`src/rtl/wb_arbiter.sv`:
```
// Writeback arbiter: merges ALU and load-unit writes into an in-order FIFO
// that drains one entry per cycle into the register file, with hazard lookup.
module wb_arbiter #(
    parameter int DEPTH = 4
) (
    input  logic        clk,
    input  logic        nrst,
    input  logic        alu_valid,
    input  logic [3:0]  alu_addr,
    input  logic [31:0] alu_data,
    output logic        alu_ready,
    input  logic        mem_valid,
    input  logic [3:0]  mem_addr,
    input  logic [31:0] mem_data,
    output logic        mem_ready,
    output logic        rf_wen,
    output logic [3:0]  rf_waddr,
    output logic [31:0] rf_wdata,
    input  logic [3:0]  qa_addr,
    input  logic [3:0]  qb_addr,
    output logic        hz_a,
    output logic        hz_b
);

    localparam int PW = $clog2(DEPTH);
    localparam int CW = $clog2(DEPTH + 1);

    logic [PW-1:0] wr_ptr_q, wr_ptr_d;
    logic [PW-1:0] rd_ptr_q, rd_ptr_d;
    logic [CW-1:0] count_q, count_d;
    logic          rf_wen_q, rf_wen_d;
    logic [3:0]    rf_waddr_q, rf_waddr_d;
    logic [31:0]   rf_wdata_q, rf_wdata_d;
    logic [3:0]    ent_addr_q [DEPTH];
    logic [3:0]    ent_addr_d [DEPTH];
    logic [31:0]   ent_data_q [DEPTH];
    logic [31:0]   ent_data_d [DEPTH];
    logic [PW-1:0] ent_off [DEPTH];

    logic [CW-1:0] free;
    logic          mem_acc;
    logic          alu_acc;
    logic          deq;
    logic [PW-1:0] alu_idx;
    logic          hit_a;
    logic          hit_b;

    // Credit comes only from the registered count; a same-cycle pop is not reused.
    assign free      = CW'(DEPTH) - count_q;
    assign mem_ready = nrst && (free >= CW'(1));
    assign alu_ready = nrst && ((free >= CW'(2)) ||
                                ((free == CW'(1)) && !mem_valid));
    assign mem_acc   = mem_valid && mem_ready;
    assign alu_acc   = alu_valid && alu_ready;
    assign deq       = (count_q != '0);
    assign alu_idx   = wr_ptr_q + PW'(mem_acc);

    always_comb begin
        wr_ptr_d   = wr_ptr_q + PW'(mem_acc) + PW'(alu_acc);
        rd_ptr_d   = rd_ptr_q + PW'(deq);
        count_d    = count_q + CW'(mem_acc) + CW'(alu_acc) - CW'(deq);
        rf_wen_d   = deq;
        rf_waddr_d = rf_waddr_q;
        rf_wdata_d = rf_wdata_q;
        if (deq) begin
            rf_waddr_d = ent_addr_q[rd_ptr_q];
            rf_wdata_d = ent_data_q[rd_ptr_q];
        end
        if (!nrst) begin
            wr_ptr_d   = '0;
            rd_ptr_d   = '0;
            count_d    = '0;
            rf_wen_d   = 1'b0;
            rf_waddr_d = 4'h0;
            rf_wdata_d = 32'h0;
        end
    end

    // Mem is placed first when both requesters are accepted together.
    always_comb begin
        for (int j = 0; j < DEPTH; j++) begin
            ent_addr_d[j] = ent_addr_q[j];
            ent_data_d[j] = ent_data_q[j];
            if (mem_acc && (wr_ptr_q == PW'(j))) begin
                ent_addr_d[j] = mem_addr;
                ent_data_d[j] = mem_data;
            end
            if (alu_acc && (alu_idx == PW'(j))) begin
                ent_addr_d[j] = alu_addr;
                ent_data_d[j] = alu_data;
            end
        end
    end

    always_comb begin
        hit_a = 1'b0;
        hit_b = 1'b0;
        for (int j = 0; j < DEPTH; j++) begin
            ent_off[j] = PW'(j) - rd_ptr_q;
            if (CW'(ent_off[j]) < count_q) begin
                if (ent_addr_q[j] == qa_addr) hit_a = 1'b1;
                if (ent_addr_q[j] == qb_addr) hit_b = 1'b1;
            end
        end
    end

    assign hz_a = nrst && (hit_a || (rf_wen_q && (rf_waddr_q == qa_addr)));
    assign hz_b = nrst && (hit_b || (rf_wen_q && (rf_waddr_q == qb_addr)));

    assign rf_wen   = rf_wen_q;
    assign rf_waddr = rf_waddr_q;
    assign rf_wdata = rf_wdata_q;

    always_ff @(posedge clk) begin
        wr_ptr_q   <= wr_ptr_d;
        rd_ptr_q   <= rd_ptr_d;
        count_q    <= count_d;
        rf_wen_q   <= rf_wen_d;
        rf_waddr_q <= rf_waddr_d;
        rf_wdata_q <= rf_wdata_d;
    end

    always_ff @(posedge clk) begin
        ent_addr_q <= ent_addr_d;
        ent_data_q <= ent_data_d;
    end

endmodule

```
`config.mk`:
```
export PLATFORM = sky130hd
export DESIGN_NAME = wb_arbiter
export DESIGN_NICKNAME = d
export VERILOG_FILES = /design/src/rtl/wb_arbiter.sv
export SDC_FILE = /design/constraint.sdc
export NUM_CORES = 1
export LEC_CHECK = 0
export BUFFER_PORTS_ARGS = -buffer_cell sky130_fd_sc_hd__buf_4
export CELL_PAD_IN_SITES_DETAIL_PLACEMENT = 0
export CELL_PAD_IN_SITES_GLOBAL_PLACEMENT = 2
export CORE_MARGIN = 2
export CORE_UTILIZATION = 38
export DETAILED_ROUTE_END_ITERATION = 12
export GPL_TIMING_DRIVEN = 0
export PLACE_DENSITY_LB_ADDON = 0.3
export SLEW_MARGIN = 20
export SYNTH_ARGS = -nofsm -noshare
export SYNTH_HDL_FRONTEND = slang
export SYNTH_SLANG_ARGS = --single-unit
```
`constraint.sdc`:
```
create_clock -name clk -period 3.95 [get_ports clk]
set_clock_uncertainty 0.2 [all_clocks]
set_input_delay 0.5925 -clock clk [delete_from_list [all_inputs] [get_ports clk]]
set_output_delay 0.5925 -clock clk [all_outputs]
set_load 0.05 [all_outputs]
```
==> impl_metrics.toml, run 1 <==
[sta]
layout_setup_ws_ns = 0.2148
slew_viol_final = 0
tns_ns = 0
slew_headroom_pct = 49.43
tightest_slew_ns = 0.7585
hold_viol = 0
timing.final.crit_period_ns = 3.735
setup_violations = 0
period_share_pct = 94.56
clock.fmax_ghz = 0.2677
hold_ws_ns = 0.2627
rsz0062_at_grt = "no"

[logic_synthesis]
ys.flop_type = "edfxtp_1"
yosysWarnings = 0
ys_seq_elements = 188
ys_seq_area_share_pct = 53.04
synthesis.nets = 742
synth.distinct_cells = 40
synth_edf_count = 144
async_reset_ff_share_pct = 0
syn_area_per_cell_um2 = 15.24
syn_inst = 644
synth.cell_area_um2 = 9813

[placed_design]
dpl_cell_area_um2 = 11240
placed_cells = 1094
portBuffers = 116
place_congestion = 0.8235
post-place-ws_ns = -0.5118
dp_hpwl_mm = 16.31

[pwr]
combPwrFrac_pct = 44.4
intPower_mw = 5.179
p_sw_share_pct = 39.10
vdd_drop_max_v = 0.0003115
powerDensity_nw_per_um2 = 711.7
p_switching_mw = 3.325
p_leak_nw = 4.512
pwr-share-seq_pct = 35.0
design_power_total_mw = 8.504
pwr-share-clk_pct = 20.6

[critical_path]
cp_top_family = "buffers and inverters"
timing.rr.end = "ent_data_q[111]"
endpoint_kind = "output port"
rr_startpoint = "count_q[1]"
crit_chain = "clkbuf_1 > xnor2_1 > inv_1 > ha_1 > a31oi_1 > a22oi_1 > a41oi_1 > buf_4"
path_class = "reg -> out"
slowest_stage = "clkbuf_1"
worst_ep_arrival_time_ns = 2.94
crit_path_start_kind = "register"
slowest_delay_ns = 0.55
cp.required_ns = 3.16
reg2reg_depth = 13
cp_num_buf_inv = 3
r2r_setup_slack_ns = 0.23
cp_max_fo = 10

[die]
core_um2 = 25250
die_area_um2 = 27130
die_h_um = 164.7
die_w_um = 164.7
num_rows = 58
io_pins = 125
initial_core_util_pct = 38.86

[global_routing]
grt_overflow = 0
antenna_found_initial = 0
grt_pass1_wl_mm = 35.37
grt_max_degree = 21
grt_usage_pct = 18.14
grt_pass1_vias = 6101

[route]
routed_wl_mm = 24.11
via_per_inst = 5.116
final_antenna_net_count = 0
drc = 0
dr.pass1.iters = 4
vias = 5801
detail_route.wl_per_cell_um = 21.26
drt_iter0_drc = 278

[layout]
fill_cells = 2255
fin_cells = 1134
antenna_cells = 0
syn_to_final_growth_pct = 21.77
layout-drive-gt1-share_pct = 46.27
final_core_util_pct = 47.31
fin_nets = 889
finalInstanceArea_um2 = 11950

[clock_network]
root_buffer = "clkbuf_16"
cts_tree = "yes"
cts_buffers = 17
path_clk_slew_ns = 0.07
clock_latency_ns = 0.43
max-clock-path-buffers = 2
cts_htree_levels = 4
clock_sinks = 188

[flow_run]
max-cap-violations = 0

[outcome]
run_status = "completed"

[hold_path]
worstHoldEndpoint = "rf_wdata[2]"
hold_start = "rf_wdata[2]"
holdPathStages = 2
hold_path.class = "reg -> reg"
-- worst min-delay path, delay by kind of cell (launching register included) --
family / cells / cell delay (ns)
AND/OR/NAND/NOR: 1 / 0.06
flip-flops: 1 / 0.31
AO/OA/AOI/OAI: 1 / 0.05
-- cells by family after synthesis --
logic type | share of synthesized area, %
flops | 53.04
xor+xnor | 4.195
buf+inv | 3.022
mux | 29.22
compound gates | 3.213
simple gates | 5.368
fa+ha+maj | 1.938
-- Yosys cell counts, types with 10 or more instances --
cell,n,share of area [%]
edfxtp_1,144,44
mux2_4,116,18
nand2_1,77,2.9
dfxtp_1,44,9.0
xor2_1,39,3.5
a21oi_1,38,1.9
mux4_2,36,8.3
mux2_2,28,3.2
clkbuf_1,17,0.65
buf_6,12,1.4
ha_1,12,1.5
inv_1,10,0.38
-- per-layer routing --
layer	global-route usage (%)	wire length, µm
met5	0	0
met4	4.704	323
met3	2.662	1209
met2	32.79	12450
met1	22.76	10130
-- worst max path at each step --
| stage | startpoint | to | slack (ns) | cells past startpoint |
|---|---|---|---|---|
| 5_1_grt | count_q[1] | ent_data_q[111] | 0.02 | 13 |
| 3_5_place_dp | count_q[0] | ent_data_q[8] | -0.51 | 12 |
| 3_3_place_gp | count_q[0] | ent_data_q[104] | -0.78 | 12 |
| 2_1_floorplan | count_q[0] | ent_addr_q[4] | 0.02 | 11 |
| 6_report | rd_ptr_q[1] | hz_b | 0.21 | 8 |
| 4_1_cts | count_q[0] | ent_data_q[79] | 0.03 | 13 |
-- flip-flops by register name, summed over array words and instances (netlist names) --
name	cells
rf_waddr	4
count_q	3
wr_ptr_q	2
rf_wdata	32
ent_data_q	128
ent_addr_q	16
rf_wen	1
rd_ptr_q	2
-- final cells by class --
cell class	instances	area [µm²]	share of cell area, %
buffer	41	251.5	2.105
timing repair buffer	126	1039	8.691
multi-input combinational	405	4374	36.61
sequential	188	5206	43.57
tap	330	412.9	3.455
inverter	12	45.04	0.3770
clock inverter	15	195.2	1.634
clock buffer	17	425.4	3.560
-- power groups by stage --
stage	registers (mW)	clock network [mW]	logic, mW
after global routing	3.03	1.87	4.05
after floorplan	3.56	0	2.04
after CTS	2.98	1.79	3.83
after detailed placement	3.02	0	3.77
after global placement	3.00	0	3.66
final	2.97	1.75	3.78
-- placed cells by master, fill, tap and decap left out, drive strengths merged, types with 4 or more instances in the layout --
cell type | netlist | layout
ha | 12 | 12
dfxtp | 44 | 44
mux4 | 36 | 36
clkbuf | 18 | 35
nor3 | 7 | 7
nor4 | 8 | 8
and2 | 4 | 4
inv | 11 | 18
xor2 | 39 | 39
o21ai | 4 | 4
xnor2 | 8 | 8
nor2 | 5 | 5
mux2 | 144 | 144
clkinv | 1 | 8
buf | 23 | 149
edfxtp | 144 | 144
nand2 | 77 | 77
a21oi | 38 | 38
-- repair_timing --
item,in CTS,in global routing
gates cloned,2,0
pin swaps,5,0
endpoints found under the setup margin,229,162
buffers inserted,5,1
hold buffers,0,0
gates resized for setup,2,2
Power figures use the tool's default switching activity.
==> inputs of run 2 (changes only) <==
Settings changed: PLACE_DENSITY_LB_ADDON 0.3 to 0.1.
==> run 2 against run 1 <==
Compared with the run above:
- final area decreased by 0.25%
- sequential power about the same
- combinational power about the same
- sequential share of layout area increased by 0.11 points
- global-route usage increased by 0.64 points
- via count increased by 1.2%
- critical endpoint is now ent_data_q[96]
- largest power group unchanged
==> impl_metrics.toml, run 2 (synthesized netlist as in run 1, its figures left out) <==
[critical_path]
crit_path_start_kind = "register"
r2r_setup_slack_ns = 0.23
crit_chain = "inv_1 > ha_1 > ha_1 > nand2b_4 > o31a_1 > nand2_1 > inv_1 > ha_2 > xor2_1 > nor3_4 > buf_6 > buf_8 > mux2_4"
cp_num_buf_inv = 4
endpoint_kind = "register"
cp_top_family = "buffers and inverters"
worst_ep_arrival_time_ns = 3.69
cp_max_fo = 10
path_class = "reg -> reg"
slowest_stage = "dfxtp_1"
cp.required_ns = 3.93
slowest_delay_ns = 0.39

[pwr]
p_leak_nw = 4.498
powerDensity_nw_per_um2 = 716.0
vdd_drop_max_v = 0.0003668
design_power_total_mw = 8.534

[global_routing]
grt_util_met2_pct = 32.67
use_met3_pct = 2.587
grt_pass1_wl_mm = 36.78
grt_pass1_vias = 6118
grt_overflow = 0
grt_usage_pct = 18.78
met1_usage_pct = 24.61
grt_max_degree = 19
top_usage_layer = "met2"
antenna_found_initial = 0

[route]
drt_iter0_drc = 379
via_per_inst = 5.175
final_antenna_net_count = 0
vias = 5868
detail_route.wl_per_cell_um = 21.71
dr.pass1.iters = 5
drc = 0
routed_wl_mm = 24.62

[sta]
tns_ns = 0
setup_violations = 0
slew_viol_final = 0
layout_setup_ws_ns = 0.2319
hold_viol = 0
slew_headroom_pct = 51.29
clock.fmax_ghz = 0.2690
period_share_pct = 94.13
rsz0062_at_grt = "no"
tightest_slew_ns = 0.7306
timing.final.crit_period_ns = 3.718

[clock_network]
cts_tree = "yes"
root_buffer = "clkbuf_16"
clock_latency_ns = 0.43
max-clock-path-buffers = 2
cts_buffers = 17
clock_sinks = 188
cts_htree_levels = 4
path_clk_slew_ns = 0.07

[layout]
antenna_cells = 0
finalInstanceArea_um2 = 11920
multiInputGateArea_um2 = 4374
layout-drive-gt1-share_pct = 46.27
final_common_cell = "edfxtp_1"
largest_register_ffs = 128
regMostFlops = "ent_data_q"
fin_nets = 889
syn_to_final_growth_pct = 21.46
seq_area_um2 = 5206
fill_cells = 2261
final_cell_mix = "144 x edfxtp_1, 121 x buf_4, 116 x mux2_4"

[die]
io_pins = 125
num_rows = 58
die_w_um = 164.7
core_um2 = 25250
die_h_um = 164.7
initial_core_util_pct = 38.86
die_area_um2 = 27130

[placed_design]
portBuffers = 116
post-place-ws_ns = -0.4922
place_congestion = 0.7816
dpl_cell_area_um2 = 11230
dp_hpwl_mm = 16.28

[hold_path]
hold_path.class = "in -> reg"

[outcome]
run_status = "completed"

[flow_run]
max-cap-violations = 0
==> run 2: per-layer routing <==
metal / wire [µm] / up-vias
met5: 0 / -
met4: 306 / 0
met3: 846 / 15
met2: 12420 / 139
met1: 11050 / 3013
li1: - / 2701
==> run 2: per-stage QoR <==
step | hold WS (ns) | util [%] | std cells
after global routing | 0.2508 | 47.20 | 1134
after CTS | 0.2408 | 47.13 | 1134
after global placement | 0.2497 | 44.03 | 1090
after detailed placement | 0.2566 | 44.46 | 1094
final | 0.2566 | 47.20 | 1134
after floorplan | 0.3558 | - | 644
==> run 2: worst paths after layout <==
check | from | end | cells past startpoint
min reg2reg | rf_wdata[10] | rf_wdata[10] | 2
min | nrst | wr_ptr_q[0] | 2
max reg2reg | count_q[1] | ent_data_q[96] | 13
max | count_q[1] | ent_data_q[96] | 13
==> run 2: power breakdown <==
part | switching (mW) | leakage, nW | internal (mW)
Combinational | 2.25 | 2.53 | 1.53
Sequential | 0.263 | 1.68 | 2.72
Clock | 0.809 | 0.287 | 0.962
Total | 3.32 | 4.50 | 5.21
==> run 2: what timing repair did <==
| action | CTS | global route |
|---|---|---|
| gates resized for setup | 2 | 7 |
| hold buffers | 0 | 0 |
| endpoints found under the hold margin | 0 | 0 |
| pin swaps | 4 | 0 |
| endpoints found under the setup margin | 226 | 141 |
| gates cloned | 2 | 0 |
| setup buffers | 6 | 0 |
==> run 2: layout make-up <==
class                      instances  share of cell area [%]
inverter                          12                  0.3779
tap                              330                   3.464
multi-input combinational        405                   36.70
clock buffer                      18                   3.601
clock inverter                    14                   1.459
buffer                            41                   2.184
timing repair buffer             126                   8.535
sequential                       188                   43.68
==> inputs of run 3 (changes only) <==
Settings changed: CORE_ASPECT_RATIO set to 0.75, CORE_UTILIZATION 38 to 45.
Clock period 3.95 ns to 4.65 ns, I/O delays scaled along.
==> run 3 against run 2 <==
Compared with the run above:
- count of clock-buffer cells in the layout is 2 higher
- sequential power is 15% lower
- sequential share of layout area is 0.61 points higher
- fmax is 15% lower
- non-clock buffer count is 7 lower
- utilization is 8.0 points higher
- total power is 16% lower
- first-iteration DRC count is 20% higher
- routed wire length is 6.2% lower
- combinational power is 17% lower
- worst setup slack better by 0.034 ns
- critical path depth is 1 lower
==> impl_metrics.toml, run 3 (synthesized netlist as in run 1, its figures left out) <==
[clock_network]
root_buffer = "clkbuf_16"
cts_htree_levels = 4
clock_latency_ns = 0.43
clock_sinks = 188
ctsResizeCount = 0
cts_buffers = 17
postCtsSetupRepairBufs = 0
max-clock-path-buffers = 2
cts_tree = "yes"
path_clk_slew_ns = 0.08
holdBufCountCts = 0

[die]
die_h_um = 131.9
num_rows = 46
io_pins = 125
initial_core_util_pct = 46.08
die_area_um2 = 23020
core_um2 = 21300
die_w_um = 174.5

[critical_path]
path_class = "reg -> reg"
endpoint_kind = "register"
crit_path_start_kind = "register"
worst_ep_arrival_time_ns = 4.24
cp_max_fo = 36
cp.required_ns = 4.51
worstSetupStartpoint = "count_q[0]"
rr_startpoint = "count_q[0]"

[pwr]
vdd_drop_max_v = 0.0003980
intPower_mw = 4.408
combPwrFrac_pct = 43.8
p_switching_mw = 2.736
powerDensity_nw_per_um2 = 607.9
p_sw_share_pct = 38.30
p_leak_nw = 4.440
pwr-share-seq_pct = 35.5
pwr-share-clk_pct = 20.7

[sta]
tns_ns = 0
hold_ws_ns = 0.2619
clock.fmax_ghz = 0.2281
rsz0062_at_grt = "no"
setup_violations = 0
hold_viol = 0
period_share_pct = 94.28
timing.final.crit_period_ns = 4.384
slew_viol_final = 0
tightest_slew_ns = 0.7984
slew_headroom_pct = 46.77
layout_setup_ws_ns = 0.2660

[route]
via_per_inst = 5.333
final_antenna_net_count = 0
drc = 0
detail_route.wl_per_cell_um = 21.33
dr.pass1.iters = 5
vias = 5776
drt_iter0_drc = 455
routed_wl_mm = 23.10

[layout]
final_core_util_pct = 55.18
layout-drive-gt1-share_pct = 45.16
final_cell_mix = "144 x edfxtp_1, 116 x mux2_4, 116 x buf_4"
regMostFlops = "ent_data_q"
finalInstanceArea_um2 = 11750
fin_nets = 880
final_common_cell = "edfxtp_1"
largest_register_ffs = 128
syn_to_final_growth_pct = 19.75
antenna_cells = 0

[placed_design]
portBuffers = 116
place_congestion = 0.8451
post-place-ws_ns = 0.02846
dp_hpwl_mm = 15.75
dpl_cell_area_um2 = 11150

[global_routing]
antenna_found_initial = 0
grt_overflow = 0
grt_max_degree = 37
grt_pass1_vias = 6112
grt_usage_pct = 20.69
grt_pass1_wl_mm = 35.32

[hold_path]
hold_start = "rf_wdata[30]"
hold_path.class = "reg -> reg"

[outcome]
run_status = "completed"

[flow_run]
max-cap-violations = 0
[run 3: cell types whose count changed in the layout (fill, tap and decap cells not counted), sizes merged]
cell | previous run | this run
clkbuf | 36 | 38
or2 | 2 | 1
buf | 149 | 142
inv | 19 | 17
clkinv | 2 | 4
clkinvlp | 3 | 1
a31o | 2 | 1
[run 3: power by group through the flow]
stage	Sequential, mW	Combinational [mW]	Clock (mW)
6_report	2.53	3.13	1.48
4_1_cts	2.54	3.17	1.51
3_3_place_gp	2.57	3.06	0
3_5_place_dp	2.57	3.16	0
5_1_grt	2.58	3.36	1.58
2_1_floorplan	3.03	1.72	0
[run 3: worst max-delay path, cell delays in order (launching register included)]
cell	delay, ns
dfxtp_1	0.52
inv_1	0.12
ha_1	0.21
ha_1	0.31
nand2b_4	0.08
o31a_1	0.26
nand2_1	0.11
inv_1	0.11
ha_1	0.43
inv_1	0.15
nor3_4	0.61
buf_6	0.30
a31o_4	0.58
[run 3: cell type report]
class | instances | area [µm²]
flip-flops and latches | 188 | 5205
plain buffers | 41 | 251.5
well taps | 288 | 360.3
fillers | 1771 | 9544
inverters | 12 | 45.04
clock buffers | 20 | 446.7
repair buffers | 119 | 945.9
multi-input cells | 403 | 4345
clock inverters | 12 | 151.4
[run 3: worst paths after layout]
kind / to / slack, ns / cells after the start
min reg2reg: rf_wdata[30] / 0.26 / 2
max reg2reg: ent_data_q[11] / 0.27 / 12
min: rf_wdata[30] / 0.26 / 2
max: ent_data_q[11] / 0.27 / 12
[run 3: metrics by stage]
step           instances  total power, mW
2_1_floorplan        644            4.755
5_1_grt             1083            7.521
4_1_cts             1083            7.218
3_3_place_gp        1048            5.631
6_report            1083            7.143
3_5_place_dp        1051            5.733
[run 3: routing by layer]
layer	routed length, µm	GRT usage, %
met3	1340	5.017
met4	220	4.213
met5	0	0
met2	11040	34.24
met1	10500	27.98
